**config.mk**
```make
export PLATFORM = sky130hd
export DESIGN_NAME = alarm_ctrl
export DESIGN_NICKNAME = d
export VERILOG_FILES = /design/src/rtl/alarm_ctrl.sv
export SDC_FILE = /design/constraint.sdc
export NUM_CORES = 1
export LEC_CHECK = 0
export ABC_AREA = 0
export CORE_MARGIN = 5
export CORE_UTILIZATION = 38
export DETAILED_ROUTE_END_ITERATION = 8
export PLACE_DENSITY = 0.7
export SETUP_SLACK_MARGIN = 0.3
export SYNTH_ARGS = -nofsm -noshare
export SYNTH_HDL_FRONTEND = slang
export SYNTH_SLANG_ARGS = --single-unit
export TNS_END_PERCENT = 10
```
**constraint.sdc**
```tcl
create_clock -name clk_1hz -period 3.41 [get_ports clk_1hz]
set_clock_uncertainty 0.2 [all_clocks]
set_input_delay 0.682 -clock clk_1hz [delete_from_list [all_inputs] [get_ports clk_1hz]]
set_output_delay 0.682 -clock clk_1hz [all_outputs]
set_load 0.05 [all_outputs]
```
**src/rtl/alarm_ctrl.sv**
```systemverilog
// alarm_ctrl
// Alarm controller that sits after the 24-hour time-of-day counter. It holds
// a programmable alarm time and compares it with the running time on every
// clk_1hz tick. A small state machine drives the buzzer enable and handles
// dismiss, auto-timeout and, optionally, snooze.
//
// Parameters:
//   SNOOZE_MIN     snooze length in minutes (1..59)
//   RING_TIMEOUT_S maximum ringing duration in seconds (1..3599)
//
// Ports:
//   clk_1hz        in   1 Hz tick clock, shared with the time counter
//   reset          in   asynchronous, active-high
//   seconds        in   current seconds 0..59
//   minutes        in   current minutes 0..59
//   hours          in   current hours 0..23
//   set_alarm      in   load set_hours/set_minutes into the alarm registers
//   set_hours      in   new alarm hour
//   set_minutes    in   new alarm minute
//   alarm_en       in   alarm armed (level)
//   snooze         in   snooze request (level)
//   dismiss        in   dismiss request (level)
//   ringing        out  buzzer enable
//   snoozed        out  high while snoozing
//   alarm_hours    out  stored alarm hour
//   alarm_minutes  out  stored alarm minute
//
// Build option:
//   ALARM_SNOOZE_EN  when defined, the SNOOZE state and its counter exist.
//                    When undefined, snooze is ignored and snoozed is 0.
module alarm_ctrl #(
  parameter int SNOOZE_MIN     = 9,
  parameter int RING_TIMEOUT_S = 60
) (
  input  logic       clk_1hz,
  input  logic       reset,
  input  logic [5:0] seconds,
  input  logic [5:0] minutes,
  input  logic [4:0] hours,
  input  logic       set_alarm,
  input  logic [4:0] set_hours,
  input  logic [5:0] set_minutes,
  input  logic       alarm_en,
  input  logic       snooze,
  input  logic       dismiss,
  output logic       ringing,
  output logic       snoozed,
  output logic [4:0] alarm_hours,
  output logic [5:0] alarm_minutes
);

  typedef enum logic [1:0] {
    IDLE    = 2'd0,
`ifdef ALARM_SNOOZE_EN
    RINGING = 2'd1,
    SNOOZE  = 2'd2
`else
    RINGING = 2'd1
`endif
  } state_t;

  localparam logic [11:0] RING_LAST = 12'(RING_TIMEOUT_S - 1);

  state_t      state;
  state_t      state_n;
  logic [11:0] ring_cnt;
  logic [11:0] ring_cnt_n;
  logic        match;

`ifdef ALARM_SNOOZE_EN
  localparam logic [11:0] SNZ_LOAD = 12'(SNOOZE_MIN * 60 - 1);

  logic [11:0] snz_cnt;
  logic [11:0] snz_cnt_n;
`else
  logic unused_snooze;
  assign unused_snooze = snooze;
`endif

  // Alarm time registers. Out-of-range requests are dropped so the stored
  // time is always a legal clock value.
  always_ff @(posedge clk_1hz or posedge reset) begin
    if (reset) begin
      alarm_hours   <= 5'd7;
      alarm_minutes <= 6'd0;
    end else if (set_alarm && (set_hours <= 5'd23) && (set_minutes <= 6'd59)) begin
      alarm_hours   <= set_hours;
      alarm_minutes <= set_minutes;
    end
  end

  // Seconds must be zero so the alarm fires only once per matching minute.
  assign match = (hours == alarm_hours) && (minutes == alarm_minutes) &&
                 (seconds == 6'd0);

  always_ff @(posedge clk_1hz or posedge reset) begin
    if (reset) begin
      state    <= IDLE;
      ring_cnt <= 12'd0;
`ifdef ALARM_SNOOZE_EN
      snz_cnt  <= 12'd0;
`endif
    end else begin
      state    <= state_n;
      ring_cnt <= ring_cnt_n;
`ifdef ALARM_SNOOZE_EN
      snz_cnt  <= snz_cnt_n;
`endif
    end
  end

  // Next-state logic. Disarming overrides everything; inside RINGING the
  // order is dismiss, then snooze, then timeout. Terminal compares come
  // before the counter updates so neither counter ever wraps.
  always_comb begin
    state_n    = state;
    ring_cnt_n = ring_cnt;
`ifdef ALARM_SNOOZE_EN
    snz_cnt_n  = snz_cnt;
`endif
    if (!alarm_en) begin
      state_n = IDLE;
    end else begin
      case (state)
        IDLE: begin
          if (match) begin
            state_n    = RINGING;
            ring_cnt_n = 12'd0;
          end
        end
        RINGING: begin
          if (dismiss) begin
            state_n = IDLE;
`ifdef ALARM_SNOOZE_EN
          end else if (snooze) begin
            state_n   = SNOOZE;
            snz_cnt_n = SNZ_LOAD;
`endif
          end else if (ring_cnt == RING_LAST) begin
            state_n = IDLE;
          end else begin
            ring_cnt_n = ring_cnt + 12'd1;
          end
        end
`ifdef ALARM_SNOOZE_EN
        SNOOZE: begin
          if (dismiss) begin
            state_n = IDLE;
          end else if (snz_cnt == 12'd0) begin
            state_n    = RINGING;
            ring_cnt_n = 12'd0;
          end else begin
            snz_cnt_n = snz_cnt - 12'd1;
          end
        end
`endif
        default: begin
          state_n = IDLE;
        end
      endcase
    end
  end

  // Outputs decode directly from the state register, so they are glitch-free
  // and clear asynchronously with reset.
  assign ringing = (state == RINGING);
`ifdef ALARM_SNOOZE_EN
  assign snoozed = (state == SNOOZE);
`else
  assign snoozed = 1'b0;
`endif

endmodule

```
==> out/results.txt <==
Worst slew margin = 39.66%
I/O Buffers = 44
Synth Area in XOR/XNOR = 7.425%
Fin. Hold Viols = 0
Crit Path Max Fanout = 15
Max-Cap Viols = 0
Area Growth Syn to Fin = 39.73%
Fin Hold WS = 321.4 ps
Synth cell types = 37
clock latency at the later pin of the worst-skew pair = 310 ps
DR DRC count = 0
achievable frequency = 0.3687 GHz
die width = 68.44 um
# setup viols final = 0
Multi-input gate area = 655.6 um2
initial antenna violation count = 0
clk slew on worst S/H paths = 120 ps
n_diodes = 0
most frequent cells in the layout = clkdlybuf4s50_1, dfrtp_1, xnor2_1
Ys Warns = 0
DPL Wire Length = 2405 um
R2R Setup Slk = 1090 ps
hold_buf cts = 0
Vias = 1114
most common cell after layout, fill and taps aside = clkdlybuf4s50_1
delay-heaviest family, CP = buffers and inverters
mux share of post-synthesis cell area = 8.582%
post-synthesis average cell area = 10.55 um2
crit path kind = reg2out
Pre-antenna DRT Iters = 4
compound-gate portion of the synthesized area = 15.04%
RSZ-0062 raised after global routing = false
Crit path required time = 2530 ps
Final Cycle Share = 79.53%
deepest clock path buffer count = 2
Cells on Worst Hold Path = 1
Antenna Violating Nets Remaining = 0
initial detailed-routing violation count = 64
initial core utilization = 39.19%
# IOs = 47
setup TNS = 0 ps
Filler cells = 331
Max Slew Vio Count = 0
Synth Area in Simple Gates = 18.23%
Nets = 204
WL per Instance = 13.99 um
top cell type's share of synthesized area = 40.50%
leakage = 0.7175 nW
CP arrival = 1830 ps
# rows = 21
Worst VDD drop = 0.2127 mV
asr flop ratio synth = 100.0%
clock root buffer = clkbuf_4
H-Tree Depth = 1
post-cts repair resize count = 0
via-per-instance ratio = 5.206
Die Area = 4683 um2
Worst Max-Slew Pin Slew = 904.0 ps
gr usage total = 14.83%
sequential-to-total area share from yosys stat = 46.58%
ys flop type = dfrtp_1
syn nets = 158
post-synthesis adder-cell area fraction = 0.9643%
Die Height = 68.44 um
Final GP Congestion = 0.7636
largest net degree at the start of global routing = 25
min Tclk post-route = 2712 ps
Max stage delay on crit path = 890 ps
Levels on crit path = 1
Gate Count Post-Synth = 123
CP Capture Type = output port
status = complete, no violations
worst reg2reg path depth = 5
Core Region = 3311 um2
Post-CTS Setup Inserts = 0
number of global-route vias before repair = 1202
TritonCTS buffer count = 3
Storage cell area = 604.3 um2
Slowest cell on crit path = clkdlybuf4s50_1
CTS Sinks = 24
synthesized cell area = 1297 um2
EDFF count, synth = 0
P per Cell Area = 374.6 nW/um2
Min-Delay Path Class = reg2reg
Worst Path Buf+Inv = 1
critical path launch point type = flip-flop
CP cell instances = clkdlybuf4s50_1
Post-Route WL = 2994 um
Yosys reg bits = 24
largest family of logic cells by synthesized area = simple AND/OR/NAND/NOR gates
first-pass GRT wire length = 5230 um
Overflow after GRT = 0
biggest area consumer among synthesized cells = dfrtp_1
CTS tree = built
largest cells by area after synthesis = dfrtp_1, mux2_2, xnor2_1, dfstp_2, a31oi_1
fraction of layout cells with a size suffix above 1 = 11.90%
## report_power, final
part           leakage, nW  internal [mW]  switching [mW]  total [mW]
Clock               0.0210         0.0653          0.0825       0.148
Combinational        0.394         0.0970           0.109       0.206
Sequential           0.302          0.307          0.0179       0.325
Total                0.718          0.470           0.210       0.679
## kinds of logic (layout without fill, tap and decap cells)
| kind of cell | Yosys count | after routing |
|---|---|---|
| AO/OA/AOI/OAI | 28 | 28 |
| XOR/XNOR | 11 | 11 |
| other | 1 | 1 |
| multiplexers | 10 | 10 |
| AND/OR/NAND/NOR | 41 | 41 |
| buffers and inverters | 7 | 52 |
| flip-flops | 24 | 24 |
| adder cells (fa/ha/maj) | 1 | 1 |
## path summary, 6_finish.rpt
kind                                                from                      endpoint
worst max-delay path                state[0]$_DFFE_PP0P_                       ringing
worst min-delay path            ring_cnt[11]$_DFFE_PP0P_      ring_cnt[11]$_DFFE_PP0P_
worst max register to register      state[0]$_DFFE_PP0P_       ring_cnt[1]$_DFFE_PP0P_
worst min register to register  ring_cnt[11]$_DFFE_PP0P_      ring_cnt[11]$_DFFE_PP0P_
max in group asynchronous                          reset       ring_cnt[9]$_DFFE_PP0P_
min in group asynchronous                          reset  alarm_minutes[1]$_DFFE_PP0P_
## sequential cells by signal (all words and copies together), names as in the netlist
name           cells
ring_cnt          12
alarm_minutes      6
alarm_hours        5
state              1
## metal layers
| metal | global-route usage, % | vias to the layer above | share of wire [%] |
|---|---|---|---|
| met5 | 0 | - | 0 |
| met4 | 5.955 | 0 | 1.5 |
| met3 | 4.269 | 5 | 6.4 |
| met2 | 24.31 | 34 | 47 |
| met1 | 18.13 | 526 | 45 |
| li1 | - | 549 | - |
## through the flow
step | area, um2 | utilization [%] | total power, mW | worst slack [ps] | cells
2_1_floorplan | 1297 | - | 0.4504 | 1141 | 123
3_3_place_gp | 1777 | 53.67 | 0.5354 | 578.1 | 210
3_5_place_dp | 1777 | 53.67 | 0.5391 | 541.1 | 210
4_1_cts | 1813 | 54.76 | 0.6895 | 676.9 | 214
5_1_grt | 1813 | 54.76 | 0.7134 | 589.4 | 214
6_report | 1813 | 54.76 | 0.6791 | 697.9 | 214
## layout make-up
type / instances / area share [%]
multi-input combinational: 92 / 36.16
timing repair buffer: 45 / 24.71
sequential: 24 / 33.33
clock buffer: 4 / 2.001
inverter: 3 / 0.6211
tap: 46 / 3.175
## cells in the mapped netlist (2+ instances only)
library cell / n
nor3b_1: 2
xnor2_1: 11
and4_1: 2
a32oi_1: 2
inv_1: 3
a41oi_1: 2
clkbuf_1: 2
nor2b_1: 2
dfstp_2: 3
o21ai_0: 3
nor4_1: 2
mux2_2: 9
a21oi_1: 4
nand3_1: 5
a31oi_1: 9
nor2_1: 6
dfrtp_1: 21
nand2_1: 9
nand4_1: 4
a21bo_1: 2
o22a_1: 2
and3_1: 2
or2b_1: 2
(Power assumes the default switching activity.)
